--- config.mk ---
export PLATFORM = sky130hd
export DESIGN_NAME = gpio_bfm_stim_capture_flat
export DESIGN_NICKNAME = d
export VERILOG_FILES = /design/src/rtl/gpio_bfm_stim_capture_if.sv /design/src/rtl/gpio_bfm_stim_capture.sv /design/src/flat_wrapper.sv
export SDC_FILE = /design/constraint.sdc
export NUM_CORES = 1
export LEC_CHECK = 0
export ABC_AREA = 1
export CAP_MARGIN = 20
export CORE_MARGIN = 2
export CORE_UTILIZATION = 40
export DETAILED_ROUTE_END_ITERATION = 7
export SYNTH_ARGS = -nofsm -noshare
export SYNTH_HDL_FRONTEND = slang
export SYNTH_SLANG_ARGS = --single-unit
--- constraint.sdc ---
create_clock -name SYSCLK_apb -period 8.3 [get_ports SYSCLK_apb]
set_clock_uncertainty 0.2 [all_clocks]
set_input_delay 1.66 -clock SYSCLK_apb [delete_from_list [all_inputs] [get_ports SYSCLK_apb]]
set_output_delay 1.66 -clock SYSCLK_apb [all_outputs]
set_load 0.01 [all_outputs]
--- src/rtl/gpio_bfm_stim_capture_if.sv ---
// rtl/gpio_bfm_stim_capture_if.sv - BFM external-memory bus bundle for the GPIO stim/capture agent
// Purpose: groups the BFM word-addressed register bus into one interface.
// Signals:
//    BFM_WR    one-cycle write strobe
//    BFM_RD    one-cycle read strobe
//    BFM_ADDR  word address
//    BFM_WDATA write data
//    BFM_RDATA read data (combinational from BFM_ADDR)
// Modports: master (BFM side), slave (agent side).
interface gpio_bfm_stim_capture_if;
   logic        BFM_WR;
   logic        BFM_RD;
   logic [31:0] BFM_ADDR;
   logic [31:0] BFM_WDATA;
   logic [31:0] BFM_RDATA;

   modport master (output BFM_WR, output BFM_RD, output BFM_ADDR, output BFM_WDATA,
                   input  BFM_RDATA);
   modport slave  (input  BFM_WR, input  BFM_RD, input  BFM_ADDR, input  BFM_WDATA,
                   output BFM_RDATA);
endinterface

--- src/rtl/gpio_bfm_stim_capture.sv ---
// rtl/gpio_bfm_stim_capture.sv - GPIO pulse-train stimulus and edge-capture agent
// Purpose: drives GPIO_IN with a programmable pulse train and timestamps changes
//    on GPIO_OUT or INT into a FIFO, all controlled through word-addressed registers.
// Ports:
//    SYSCLK_apb  clock, rising edge
//    PRESETN     asynchronous active-low reset
//    bfm         register bus (slave modport)
//    GPIO_IN     drive to DUT GPIO_IN
//    GPIO_OUT    DUT output observe
//    GPIO_OE     DUT output-enable observe
//    INT         DUT interrupt observe
//    STIM_BUSY   pulse train active
//    CAP_OVF     sticky capture FIFO overflow
module gpio_bfm_stim_capture #(
   parameter int IO_NUM     = 8,
   parameter int FIFO_DEPTH = 16,
   parameter int TS_WIDTH   = 16
) (
   input  logic                   SYSCLK_apb,
   input  logic                   PRESETN,
   gpio_bfm_stim_capture_if.slave bfm,
   output logic [IO_NUM-1:0]      GPIO_IN,
   input  logic [IO_NUM-1:0]      GPIO_OUT,
   input  logic [IO_NUM-1:0]      GPIO_OE,
   input  logic [IO_NUM-1:0]      INT,
   output logic                   STIM_BUSY,
   output logic                   CAP_OVF
);
   localparam int AW = $clog2(FIFO_DEPTH);
   localparam int EW = TS_WIDTH + IO_NUM;

   typedef enum logic [1:0] {ST_IDLE, ST_HI, ST_LO} pstate_t;

   // register decode
   logic       addr_hit;
   logic [3:0] reg_idx;
   logic       wr_base, wr_pmask, wr_pctrl, wr_cctrl, rd_pop;
   assign addr_hit = (bfm.BFM_ADDR[31:4] == 28'd0);
   assign reg_idx  = bfm.BFM_ADDR[3:0];
   assign wr_base  = bfm.BFM_WR & addr_hit & (reg_idx == 4'h0);
   assign wr_pmask = bfm.BFM_WR & addr_hit & (reg_idx == 4'h4);
   assign wr_pctrl = bfm.BFM_WR & addr_hit & (reg_idx == 4'h5);
   assign wr_cctrl = bfm.BFM_WR & addr_hit & (reg_idx == 4'h6);
   assign rd_pop   = bfm.BFM_RD & addr_hit & (reg_idx == 4'h8);

   logic unused_wdata;
   assign unused_wdata = ^bfm.BFM_WDATA;

   // pulse train FSM
   pstate_t     state_q;
   logic [15:0] width_q, cnt_q;
   logic [7:0]  num_q;
   logic        busy_q;

   always_ff @(posedge SYSCLK_apb or negedge PRESETN) begin
      if (!PRESETN) begin
         state_q <= ST_IDLE;
         width_q <= 16'd0;
         cnt_q   <= 16'd0;
         num_q   <= 8'd0;
         busy_q  <= 1'b0;
      end else begin
         case (state_q)
            ST_IDLE: begin
               // a start with zero pulses is a no-op; zero width behaves as one
               if (wr_pctrl && (bfm.BFM_WDATA[23:16] != 8'd0)) begin
                  state_q <= ST_HI;
                  width_q <= (bfm.BFM_WDATA[15:0] == 16'd0) ? 16'd1 : bfm.BFM_WDATA[15:0];
                  num_q   <= bfm.BFM_WDATA[23:16];
                  cnt_q   <= 16'd0;
                  busy_q  <= 1'b1;
               end
            end
            ST_HI: begin
               if (cnt_q == width_q - 16'd1) begin
                  cnt_q   <= 16'd0;
                  state_q <= ST_LO;
               end else begin
                  cnt_q <= cnt_q + 16'd1;
               end
            end
            ST_LO: begin
               if (cnt_q == width_q - 16'd1) begin
                  cnt_q   <= 16'd0;
                  num_q   <= num_q - 8'd1;
                  state_q <= (num_q == 8'd1) ? ST_IDLE : ST_HI;
                  busy_q  <= (num_q != 8'd1);
               end else begin
                  cnt_q <= cnt_q + 16'd1;
               end
            end
            default: begin
               state_q <= ST_IDLE;
               busy_q  <= 1'b0;
            end
         endcase
      end
   end

   logic phase;
   assign phase = (state_q == ST_HI);

   // datapath registers
   logic [IO_NUM-1:0]   base_q, base_d, pmask_q, pmask_d, gpio_in_q, gpio_in_d, prev_q, prev_d;
   logic                cap_en_q, cap_en_d, cap_src_q, cap_src_d, ovf_q, ovf_d;
   logic [TS_WIDTH-1:0] ts_q, ts_d;
   logic [AW-1:0]       wr_ptr_q, wr_ptr_d, rd_ptr_q, rd_ptr_d;
   logic [8:0]          count_q, count_d;
   logic [EW-1:0]       mem_q [FIFO_DEPTH];

   logic [IO_NUM-1:0] cap_cur, cap_new;
   logic              cap_empty, cap_full, reload, push, pop, clear, mem_we;
   logic [EW-1:0]     head;

   assign cap_empty = (count_q == 9'd0);
   assign cap_full  = (count_q == 9'(FIFO_DEPTH));
   assign cap_cur   = cap_src_q ? INT : GPIO_OUT;
   assign cap_new   = bfm.BFM_WDATA[1] ? INT : GPIO_OUT;
   assign head      = mem_q[rd_ptr_q];

   always_comb begin
      base_d    = base_q;
      pmask_d   = pmask_q;
      cap_en_d  = cap_en_q;
      cap_src_d = cap_src_q;
      prev_d    = prev_q;
      ts_d      = ts_q;
      wr_ptr_d  = wr_ptr_q;
      rd_ptr_d  = rd_ptr_q;
      count_d   = count_q;
      ovf_d     = ovf_q;
      mem_we    = 1'b0;

      if (wr_base)  base_d  = bfm.BFM_WDATA[IO_NUM-1:0];
      if (wr_pmask) pmask_d = bfm.BFM_WDATA[IO_NUM-1:0];
      gpio_in_d = base_q ^ (pmask_q & {IO_NUM{phase}});

      if (wr_cctrl) begin
         cap_en_d  = bfm.BFM_WDATA[0];
         cap_src_d = bfm.BFM_WDATA[1];
      end
      // enabling, or switching source while enabled, re-baselines prev without a push
      reload = wr_cctrl & bfm.BFM_WDATA[0] & (~cap_en_q | (bfm.BFM_WDATA[1] != cap_src_q));
      push   = cap_en_q & ~reload & (cap_cur != prev_q);
      pop    = rd_pop & ~cap_empty;
      clear  = wr_cctrl & bfm.BFM_WDATA[2];

      if (reload)    prev_d = cap_new;
      else if (push) prev_d = cap_cur;

      if (wr_cctrl && bfm.BFM_WDATA[0] && !cap_en_q) ts_d = '0;
      else if (cap_en_q)                             ts_d = ts_q + TS_WIDTH'(1);

      if (clear) begin
         wr_ptr_d = '0;
         rd_ptr_d = '0;
         count_d  = 9'd0;
         ovf_d    = 1'b0;
      end else begin
         // a pop frees the slot a same-cycle push needs, so full+push+pop is legal
         mem_we = push & (~cap_full | pop);
         if (push && cap_full && !pop) ovf_d = 1'b1;
         if (mem_we) wr_ptr_d = wr_ptr_q + AW'(1);
         if (pop)    rd_ptr_d = rd_ptr_q + AW'(1);
         if (mem_we && !pop)      count_d = count_q + 9'd1;
         else if (pop && !mem_we) count_d = count_q - 9'd1;
      end
   end

   always_ff @(posedge SYSCLK_apb or negedge PRESETN) begin
      if (!PRESETN) begin
         base_q    <= '0;
         pmask_q   <= '0;
         gpio_in_q <= '0;
         prev_q    <= '0;
         cap_en_q  <= 1'b0;
         cap_src_q <= 1'b0;
         ovf_q     <= 1'b0;
         ts_q      <= '0;
         wr_ptr_q  <= '0;
         rd_ptr_q  <= '0;
         count_q   <= 9'd0;
      end else begin
         base_q    <= base_d;
         pmask_q   <= pmask_d;
         gpio_in_q <= gpio_in_d;
         prev_q    <= prev_d;
         cap_en_q  <= cap_en_d;
         cap_src_q <= cap_src_d;
         ovf_q     <= ovf_d;
         ts_q      <= ts_d;
         wr_ptr_q  <= wr_ptr_d;
         rd_ptr_q  <= rd_ptr_d;
         count_q   <= count_d;
      end
   end

   // storage needs no reset: validity is tracked by count_q
   always_ff @(posedge SYSCLK_apb) begin
      if (mem_we) mem_q[wr_ptr_q] <= {ts_q, cap_cur};
   end

   // read mux
   logic [31:0] rdata;
   always_comb begin
      rdata = 32'd0;
      if (addr_hit) begin
         case (reg_idx)
            4'h0: rdata = 32'(base_q);
            4'h1: rdata = 32'(GPIO_OUT);
            4'h2: rdata = 32'(INT);
            4'h3: rdata = 32'(GPIO_OE);
            4'h4: rdata = 32'(pmask_q);
            4'h5: rdata = {31'd0, busy_q};
            4'h6: rdata = {30'd0, cap_src_q, cap_en_q};
            4'h7: rdata = cap_empty ? 32'd0 : 32'(head[IO_NUM-1:0]);
            4'h8: rdata = cap_empty ? 32'd0 : 32'(head[EW-1:IO_NUM]);
            4'h9: rdata = {13'd0, ovf_q, cap_full, cap_empty, 7'd0, count_q};
            default: rdata = 32'd0;
         endcase
      end
   end

   assign bfm.BFM_RDATA = rdata;
   assign GPIO_IN       = gpio_in_q;
   assign STIM_BUSY     = busy_q;
   assign CAP_OVF       = ovf_q;
endmodule

--- src/flat_wrapper.sv ---
// flat-port wrapper written by rule: the top's interface ports become plain ports
module gpio_bfm_stim_capture_flat 
#(
   parameter int IO_NUM     = 8,
   parameter int FIFO_DEPTH = 16,
   parameter int TS_WIDTH   = 16
)
  (SYSCLK_apb, PRESETN, GPIO_IN, GPIO_OUT, GPIO_OE, INT, STIM_BUSY, CAP_OVF, bfm_BFM_WR, bfm_BFM_RD, bfm_BFM_ADDR, bfm_BFM_WDATA, bfm_BFM_RDATA);
  gpio_bfm_stim_capture_if bfm_i ();
  input  logic SYSCLK_apb;
  input  logic PRESETN;
  output logic [IO_NUM-1:0] GPIO_IN;
  input  logic [IO_NUM-1:0] GPIO_OUT;
  input  logic [IO_NUM-1:0] GPIO_OE;
  input  logic [IO_NUM-1:0] INT;
  output logic STIM_BUSY;
  output logic CAP_OVF;
  input wire logic [$bits(bfm_i.BFM_WR)-1:0] bfm_BFM_WR;
  input wire logic [$bits(bfm_i.BFM_RD)-1:0] bfm_BFM_RD;
  input wire logic [$bits(bfm_i.BFM_ADDR)-1:0] bfm_BFM_ADDR;
  input wire logic [$bits(bfm_i.BFM_WDATA)-1:0] bfm_BFM_WDATA;
  output wire logic [$bits(bfm_i.BFM_RDATA)-1:0] bfm_BFM_RDATA;
  assign bfm_i.BFM_WR = bfm_BFM_WR;
  assign bfm_i.BFM_RD = bfm_BFM_RD;
  assign bfm_i.BFM_ADDR = bfm_BFM_ADDR;
  assign bfm_i.BFM_WDATA = bfm_BFM_WDATA;
  assign bfm_BFM_RDATA = bfm_i.BFM_RDATA;
  gpio_bfm_stim_capture #(.IO_NUM(IO_NUM), .FIFO_DEPTH(FIFO_DEPTH), .TS_WIDTH(TS_WIDTH)) u_core (.SYSCLK_apb(SYSCLK_apb), .PRESETN(PRESETN), .bfm(bfm_i), .GPIO_IN(GPIO_IN), .GPIO_OUT(GPIO_OUT), .GPIO_OE(GPIO_OE), .INT(INT), .STIM_BUSY(STIM_BUSY), .CAP_OVF(CAP_OVF));
endmodule
==> metrics.txt <==
outcome=finished clean; fin crit share=75.4%; total track usage=20.6%; setup bufs post-CTS=0; fin crit period=6.26 ns; cell area after layout=26100 µm²; CP startpoint=bfm_BFM_ADDR[3]; Die W=241 µm; max_slew headroom=22.1%; Final TNS setup=0 ns; Worst Path Max Fanout=10; Final Hold Fails=0; Mapped Cells=2133; global-route wire length before repair=90500 µm; VDD IR max=186 µV; clock transition at the registers of the reported paths=0.06 ns; DR vias/cell=5.35; Die ar.=58100 µm²; Setup-failing EPs final=0; filler instances=5073; Area growth syn-to-layout=16.1%; Clock Root Buffer=clkbuf_16; MaxCap Viol Count=0; CP arrival=4.40 ns; Core Rows=86; Nets=2341; Skew-Pair Late Insertion Delay=0.61 ns; DRT Pass-1 Iters=5; predominant post-synthesis flop cell=edfxtp_1; DRT iter0 DRCs=1398; crit path capture=bfm_BFM_RDATA[12]; clk sink count=495; min-delay worst type=flop to flop; FF/Latch Area=14300 µm²; Met1 Wirelength=27400 µm; most frequent cells in the layout=384 x edfxtp_1, 338 x nand2_1, 293 x nor2_1, 261 x o21ai_0, 143 x inv_1; met2 wire len=27500 µm; DP Area=24300 µm²; IO Port Bufs=112; Initial Utilization=40.6%; worst-margin pin slew=1.17 ns; maximum buffer depth of the clock tree=3; FF-to-FF End=u_core.count_q[6]$_DFFE_PN0P_; post-detail-place hpwl=35900 µm; DRC Markers=0; Ports=134; CTS Buf Count=51; Pleak=9.64 nW; CTS H-tree depth=2; fmax=160 MHz; Synth Warn #=0; post-synthesis async set-or-reset flop share=22.4%; Yosys top cell by area=edfxtp_1; RSZ-0062 raised after global routing=no; ANT cells=0; vias in the first global route=15500; syn avg cell area=10.5 µm²; Unique masters post-synth=52; CTS tree=yes; endpoint type of the worst setup path=primary output; pin count of the biggest net entering global routing=79; Congestion Overflow GR=0; core box area=55300 µm²; via count=16100; max-slew violations=0; Top Layer Used=met4; top cells by area, synth=edfxtp_1 51%, dfrtp_1 12%, o21ai_0 5.8%; WHS=0.316 ns; power density cells=243 nW/µm²; RePlAce Congestion=0.871; Reg2Reg Depth=18; Reg2Reg Setup Slack=3.70 ns; Setup crit start kind=input port; post-synthesis sequential area ratio=63.7%; WP data required=6.44 ns; initial antenna violation count=0; final WL=59900 µm; met3 WL=3820 µm; Critical R2R Launch=u_core.cap_src_q$_DFFE_PN0N_; post-route antenna net violation count=0; Mapped Area=22500 µm²; share of layout cells above drive strength 1=7.77%; Wirelength per Cell=19.9 µm; commonest non-fill, non-tap cell in the layout=edfxtp_1; EDFF count, synth=384; hold buffer count at cts=0; post-CTS resize count=0; WS Path Type=input port to primary output; Yosys reg bits=495; Die Y=241 µm; area of the multi-input gates=7230 µm²; area share of the largest cell type after synthesis=51.3%
[critical path: stages]
cell,delay (ns)
clkdlybuf4s50_1,0.50
inv_1,0.06
nor2_1,0.17
nand2_1,0.09
nor2_2,0.49
nand2_1,0.20
inv_1,0.31
nand2_1,0.09
a31oi_1,0.23
clkdlybuf4s50_1,0.59
[worst min path at each step]
stage                                      startpoint                           to  depth (start not counted)
after floorplan           u_core.num_q[3]$_DFFE_PN0P_  u_core.num_q[3]$_DFFE_PN0P_                          2
after global placement    u_core.num_q[3]$_DFFE_PN0P_  u_core.num_q[3]$_DFFE_PN0P_                          2
after detailed placement  u_core.num_q[3]$_DFFE_PN0P_  u_core.num_q[3]$_DFFE_PN0P_                          2
after CTS                 u_core.num_q[3]$_DFFE_PN0P_  u_core.num_q[3]$_DFFE_PN0P_                          2
after global routing      u_core.num_q[3]$_DFFE_PN0P_  u_core.num_q[3]$_DFFE_PN0P_                          2
final                     u_core.num_q[3]$_DFFE_PN0P_  u_core.num_q[3]$_DFFE_PN0P_                          2
[kinds of logic after synthesis]
kind of cell	after synthesis	share of synthesized area, %
compound gates	433	11.5
buf+inv	263	4.85
fa+ha+maj	25	1.43
mux	6	0.301
simple gates	857	16.2
flops	495	63.7
xor+xnor	53	2.07
other cells	1	0.0167
[where the power goes]
group          internal, W  switching [W]
clock network      0.00126       0.000982
registers          0.00306       0.000111
logic             0.000269       0.000642
total              0.00459        0.00174
[flip-flops by register name, summed over array words and instances, names as in the netlist]
register          cells
u_core.ts_q          16
u_core.width_q       16
u_core.rd_ptr_q       4
u_core.cap_en_q       1
u_core.CAP_OVF        1
u_core.prev_q         8
u_core.mem_q        384
u_core.pmask_q        8
u_core.cnt_q         16
u_core.GPIO_IN        8
u_core.STIM_BUSY      1
u_core.wr_ptr_q       4
u_core.state_q        2
u_core.count_q        9
u_core.base_q         8
u_core.num_q          8
u_core.cap_src_q      1
[cell usage after synthesis (2+ instances only)]
master     instances
a211oi_1           2
o221ai_1          59
o22ai_1           56
nor4_1             4
nand2_1          338
a21oi_2            2
a22o_1             2
xor2_1            40
o2111ai_1          2
nor2_1           309
clkinv_1           4
nand3_1          117
nor3_1            20
dfrtp_1          111
clkbuf_1          77
o211ai_1           8
nand4_1           29
buf_2             11
nand3_2            3
o21ai_0          261
buf_6              5
a31oi_1            8
o21ai_1            5
o21ai_2            8
inv_2              4
nor2_4             5
ha_1              24
inv_1            145
xnor2_1           13
buf_1              3
nand2_2            9
buf_4             13
nor2_2            15
nand3b_1           2
mux2_2             6
a21oi_1           14
edfxtp_1         384
[area by class of cell]
type	count	area share [%]
well taps	748	3.59
clock inverters	29	1.03
inverters	154	2.23
repair buffers	135	5.33
clock buffers	65	5.21
flip-flops and latches	495	54.9
multi-input cells	1387	27.7
[stage by stage]
step | setup slack, ns | util, % | instances | total power [W]
floorplan | 3.61 | - | 2145 | 0.00369
finish | 2.04 | 47.2 | 3013 | 0.00633
detailed placement | 2.05 | 44.0 | 2913 | 0.00410
global placement | 2.04 | 44.0 | 2913 | 0.00406
CTS | 2.05 | 46.9 | 3007 | 0.00633
global route | 1.81 | 47.2 | 3013 | 0.00656
[routing by layer]
metal	vias up	global-route usage [%]
met4	0	5.57
met5	-	0
li1	7649	-
met3	75	3.55
met2	480	32.8
met1	7917	29.3
(Power assumes the default switching activity.)
